[config.mk]
export PLATFORM = sky130hd
export DESIGN_NAME = ysyx_22040895_ifu
export DESIGN_NICKNAME = d
export VERILOG_FILES = /design/src/rtl/ysyx_22040895_ifu.sv
export SDC_FILE = /design/constraint.sdc
export NUM_CORES = 1
export LEC_CHECK = 0
export ABC_AREA = 1
export BUFFER_PORTS_ARGS = -buffer_cell sky130_fd_sc_hd__buf_2
export CORE_ASPECT_RATIO = 0.5
export CORE_MARGIN = 10
export CORE_UTILIZATION = 48
export CTS_CLUSTER_DIAMETER = 150
export DETAILED_ROUTE_END_ITERATION = 10
export PLACE_DENSITY = 0.74
export RECOVER_POWER = 25
export SLEW_MARGIN = 20
export SYNTH_ARGS = -nofsm -noshare
export SYNTH_HDL_FRONTEND = slang
export SYNTH_SLANG_ARGS = --single-unit
export TNS_END_PERCENT = 50
[constraint.sdc]
create_clock -name clk -period 1.9 [get_ports clk]
set_clock_uncertainty 0.15 [all_clocks]
set_input_delay 0.19 -clock clk [delete_from_list [all_inputs] [get_ports clk]]
set_output_delay 0.19 -clock clk [all_outputs]
set_load 0.05 [all_outputs]
[src/rtl/ysyx_22040895_ifu.sv]
// rtl/ysyx_22040895_ifu.sv - instruction fetch unit: PC, single-outstanding imem fetch, IDU valid/ready buffer
module ysyx_22040895_ifu #(
  parameter int              PC_W     = 64,
  parameter int              INST_W   = 32,
  parameter logic [PC_W-1:0] RESET_PC = 64'h0000_0000_8000_0000
) (
  input  logic              clk,
  input  logic              rst,
  output logic              imem_req_valid_o_ifu,
  input  logic              imem_req_ready_i_ifu,
  output logic [PC_W-1:0]   imem_addr_o_ifu,
  input  logic              imem_rsp_valid_i_ifu,
  input  logic [INST_W-1:0] imem_rsp_data_i_ifu,
  output logic [INST_W-1:0] inst_o_ifu,
  output logic [PC_W-1:0]   pc_o_ifu,
  output logic              valid_o_ifu,
  input  logic              ready_i_ifu,
  input  logic              redirect_i_ifu,
  input  logic [PC_W-1:0]   redirect_pc_i_ifu,
  output logic [63:0]       fetch_cnt_o_ifu
);

  localparam logic [1:0] IDLE = 2'd0;
  localparam logic [1:0] REQ  = 2'd1;
  localparam logic [1:0] WAIT = 2'd2;
  localparam logic [1:0] HOLD = 2'd3;

  logic [1:0]      state;
  logic [PC_W-1:0] pc;
  logic            drop;
  logic [PC_W-1:0] redirect_tgt;

  // Fetch addresses are word aligned, so the low two target bits are cleared on load.
  assign redirect_tgt         = redirect_pc_i_ifu & ~{{(PC_W-2){1'b0}}, 2'b11};
  assign imem_req_valid_o_ifu = (state == REQ);
  assign imem_addr_o_ifu      = pc;

  always_ff @(posedge clk) begin
    if (rst) begin
      state           <= IDLE;
      pc              <= RESET_PC;
      drop            <= 1'b0;
      valid_o_ifu     <= 1'b0;
      inst_o_ifu      <= '0;
      pc_o_ifu        <= '0;
      fetch_cnt_o_ifu <= '0;
    end else begin
      case (state)
        IDLE: begin
          if (redirect_i_ifu) pc <= redirect_tgt;
          state <= REQ;
        end
        REQ: begin
          if (redirect_i_ifu) pc <= redirect_tgt;
          if (imem_req_ready_i_ifu) begin
            state <= WAIT;
            // The accepted request now fetches a stale address; squash its response.
            if (redirect_i_ifu) drop <= 1'b1;
          end
        end
        WAIT: begin
          if (redirect_i_ifu) begin
            pc   <= redirect_tgt;
            drop <= 1'b1;
          end
          if (imem_rsp_valid_i_ifu) begin
            if (drop || redirect_i_ifu) begin
              drop  <= 1'b0;
              state <= REQ;
            end else begin
              inst_o_ifu  <= imem_rsp_data_i_ifu;
              pc_o_ifu    <= pc;
              valid_o_ifu <= 1'b1;
              state       <= HOLD;
            end
          end
        end
        HOLD: begin
          if (redirect_i_ifu) begin
            valid_o_ifu <= 1'b0;
            pc          <= redirect_tgt;
            state       <= REQ;
          end else if (ready_i_ifu) begin
            valid_o_ifu     <= 1'b0;
            pc              <= pc + PC_W'(4);
            fetch_cnt_o_ifu <= fetch_cnt_o_ifu + 64'd1;
            state           <= REQ;
          end
        end
        default: state <= IDLE;
      endcase
    end
  end

endmodule

==> results.json <==
{
  "holdCritPathClass": "in -> reg",
  "synth_edf_count": 0,
  "place_hpwl_mm": 38.4,
  "worstSkewPairLatency_ns": 0.54,
  "drv_cap": 0,
  "hold_viol": 0,
  "worstRegToRegCells": 11,
  "crit_fanout": 5,
  "max_stage_delay_ns": 0.37,
  "grt_pass1_vias": 14800,
  "syn_inst": 1943,
  "r2r_end": "fetch_cnt_o_ifu[50]",
  "timing.final.crit_share_pct": 104,
  "use_met2_pct": 53.0,
  "worst_pin_slew_ns": 0.692,
  "core_area_sq_mm": 0.0251,
  "synth-seq-cells": 224,
  "path_class": "reg -> reg",
  "syn_avg_cell_area_sq_um": 6.28,
  "fin_crit_ns": 1.98,
  "post_drt_wl_per_cell_um": 19.0,
  "ios": 328,
  "drtPass1Iterations": 8,
  "syn_area_sq_mm": 0.0122,
  "setup_ws_ns": -0.0785,
  "path_cells": "ha_4, inv_2, nor2_4, nand3_4, nor2_4, nand2_4, nor2_4, buf_4, nand4_1, nand2_1, nor3b_1",
  "timing.hold.ws_ns": 0.259,
  "finish.instance_area_sq_mm": 0.0183,
  "die_area_sq_mm": 0.0326,
  "min_to": "inst_o_ifu[16]",
  "min_from": "imem_rsp_data_i_ifu[16]",
  "clk_path_buf_depth": 3,
  "tritoncts": "done",
  "clock.fmax_mhz": 505,
  "maxSlewViolCount": 0,
  "fp.dieW_um": 246,
  "setup_viol_count_final": 16,
  "yosys.area.top_type": "dfxtp_1",
  "vdd_ir_drop_max_mv": 0.693,
  "ff2ff_setup_slack_ns": -0.08,
  "power_leakage_nw": 7.99,
  "synth_common_cells": "nand2_1, nor2_1, dfxtp_1",
  "path_clk_slew_ns": 0.07,
  "rows": 41,
  "via_per_inst": 5.45,
  "synth.top_cell.area_share_pct": 36.7,
  "crit_path_start_kind": "flip-flop",
  "die_h_um": 133,
  "dpl_worst_slack_ns": -0.0898,
  "drive_gt1_share_pct": 28.8,
  "timing.critical_path.mode_cell": "nor2_4",
  "grt-ovfl-total": 0,
  "cp_num_buf_inv": 2,
  "globalRouteMet3Util_pct": 5.08,
  "worstPathRequired_ns": 2.20,
  "drc": 0,
  "postLayoutCoreUtil_pct": 72.9,
  "ys_seq_area_share_pct": 36.7,
  "synth_area_leaders": "dfxtp_1, nand2_1, nor2_1",
  "antenna_found_initial": 4,
  "grtUsageTotal_pct": 30.3,
  "timing.rr.start": "state[1]",
  "worstHoldPathCells": 4,
  "cp-end-kind": "flip-flop",
  "yosys_warnings": 0,
  "area_growth_pct": 50.1,
  "top_usage_layer": "met2",
  "htree_levels": 1,
  "status": "finished, violations left",
  "slowest_stage": "dfxtp_4",
  "arrival_ns": 2.28,
  "pwr_density_cell_mw_per_mm2": 704,
  "final_antenna_net_count": 0,
  "ys.flop_type": "dfxtp_1",
  "initial_core_util_pct": 48.6,
  "gp_congestion": 1.01,
  "nets": 2637,
  "clock_sinks": 224,
  "ys_types": 47,
  "grtUsageMet1_pct": 35.8,
  "synth.most_common_cell": "nand2_1",
  "drt-total-wl_mm": 54.9,
  "vias": 15800,
  "placed_cell_area_sq_mm": 0.0156,
  "crit_family": "simple AND/OR/NAND/NOR gates",
  "portBuffers": 321,
  "drtIter0Drc": 1796,
  "violations": "negative setup slack",
  "synthArstFlopShare_pct": 0,
  "rsz0062_at_grt": "true",
  "grt_pass1_wl_mm": 80.0,
  "grt_max_degree": 90,
  "numCtsBuffers": 22,
  "cts_root_buffer": "clkbuf_16",
  "slew_headroom_pct": 54.0
}
[what timing repair did]
item	CTS	global route
gates cloned	0	6
gates resized for setup	22	202
hold buffers	99	0
setup endpoints to repair	26	195
buffers inserted	3	13
pin swaps	13	40
endpoints found under the hold margin	102	0
[state kept, by name, indices dropped and copies added, names as in the netlist]
register	count
drop	1
valid_o_ifu	1
fetch_cnt_o_ifu	64
pc_o_ifu	62
imem_addr_o_ifu	62
state	2
inst_o_ifu	32
[worst max path at each step]
stage                       start                   to  cells after the start
2_1_floorplan  imem_addr_o_ifu[2]  imem_addr_o_ifu[32]                     10
3_3_place_gp             state[0]  fetch_cnt_o_ifu[58]                     12
3_5_place_dp             state[0]  fetch_cnt_o_ifu[36]                     11
4_1_cts                  state[1]  fetch_cnt_o_ifu[37]                      9
5_1_grt                  state[0]  fetch_cnt_o_ifu[50]                     11
6_report                 state[1]  fetch_cnt_o_ifu[50]                     11
[worst register-to-register path, stage by stage (launching register included)]
cell	delay [ns]
dfxtp_4	0.37
ha_4	0.14
inv_2	0.05
nor2_4	0.17
nand3_4	0.14
nor2_4	0.16
nand2_4	0.12
nor2_4	0.14
buf_4	0.15
nand4_1	0.09
nand2_1	0.08
nor3b_1	0.16
[layer usage]
layer	vias to the layer above	share of wire, %	wire [um]
li1	7444	-	-
met1	7233	38	21000
met2	877	47	26100
met3	215	8.8	4820
met4	0	5.5	2990
met5	-	0	0
[placed cells by master, fill, tap and decap left out, drive strengths merged, types with 12 or more instances in the layout]
cell	instances
buf	442
dlygate4sd3	99
nor3	23
clkbuf	126
nor2	415
a21oi	121
nand3	108
nand2	504
dfxtp	224
o221ai	18
nand4	30
inv	183
xnor2	12
o21ai	150
[report_power, final]
group / total (mW) / switching [mW] / internal [mW]
sequential: 5.18 / 0.216 / 4.96
combinational: 2.79 / 1.91 / 0.876
clock: 4.94 / 2.03 / 2.91
total: 12.9 / 4.16 / 8.74
[cell type report]
class / count / area [sq um]
diodes: 5 / 12.5
fillers: 2068 / 6810
repair buffers: 635 / 4410
clock inverters: 8 / 121
clock buffers: 32 / 681
multi-input cells: 1460 / 7370
inverters: 186 / 707
flip-flops and latches: 224 / 4590
well taps: 344 / 430
[kinds of logic after synthesis]
kind of cell    after synthesis  synth area share, %
compound gates              328                 14.9
simple gates               1100                 37.8
buf+inv                     262                 8.33
xor+xnor                     22                 1.58
flops                       224                 36.7
fa+ha+maj                     6                0.615
other cells                   1               0.0307
[metrics by stage]
stage	power [mW]	std cells	TNS, ns
after global placement	7.60	2729	-0.00322
after detailed placement	7.63	2729	-0.480
after CTS	12.7	2871	-0.413
final	12.9	2894	-0.334
after floorplan	6.78	1946	-0.132
after global routing	13.3	2893	-4.92
(Power assumes the default switching activity.)
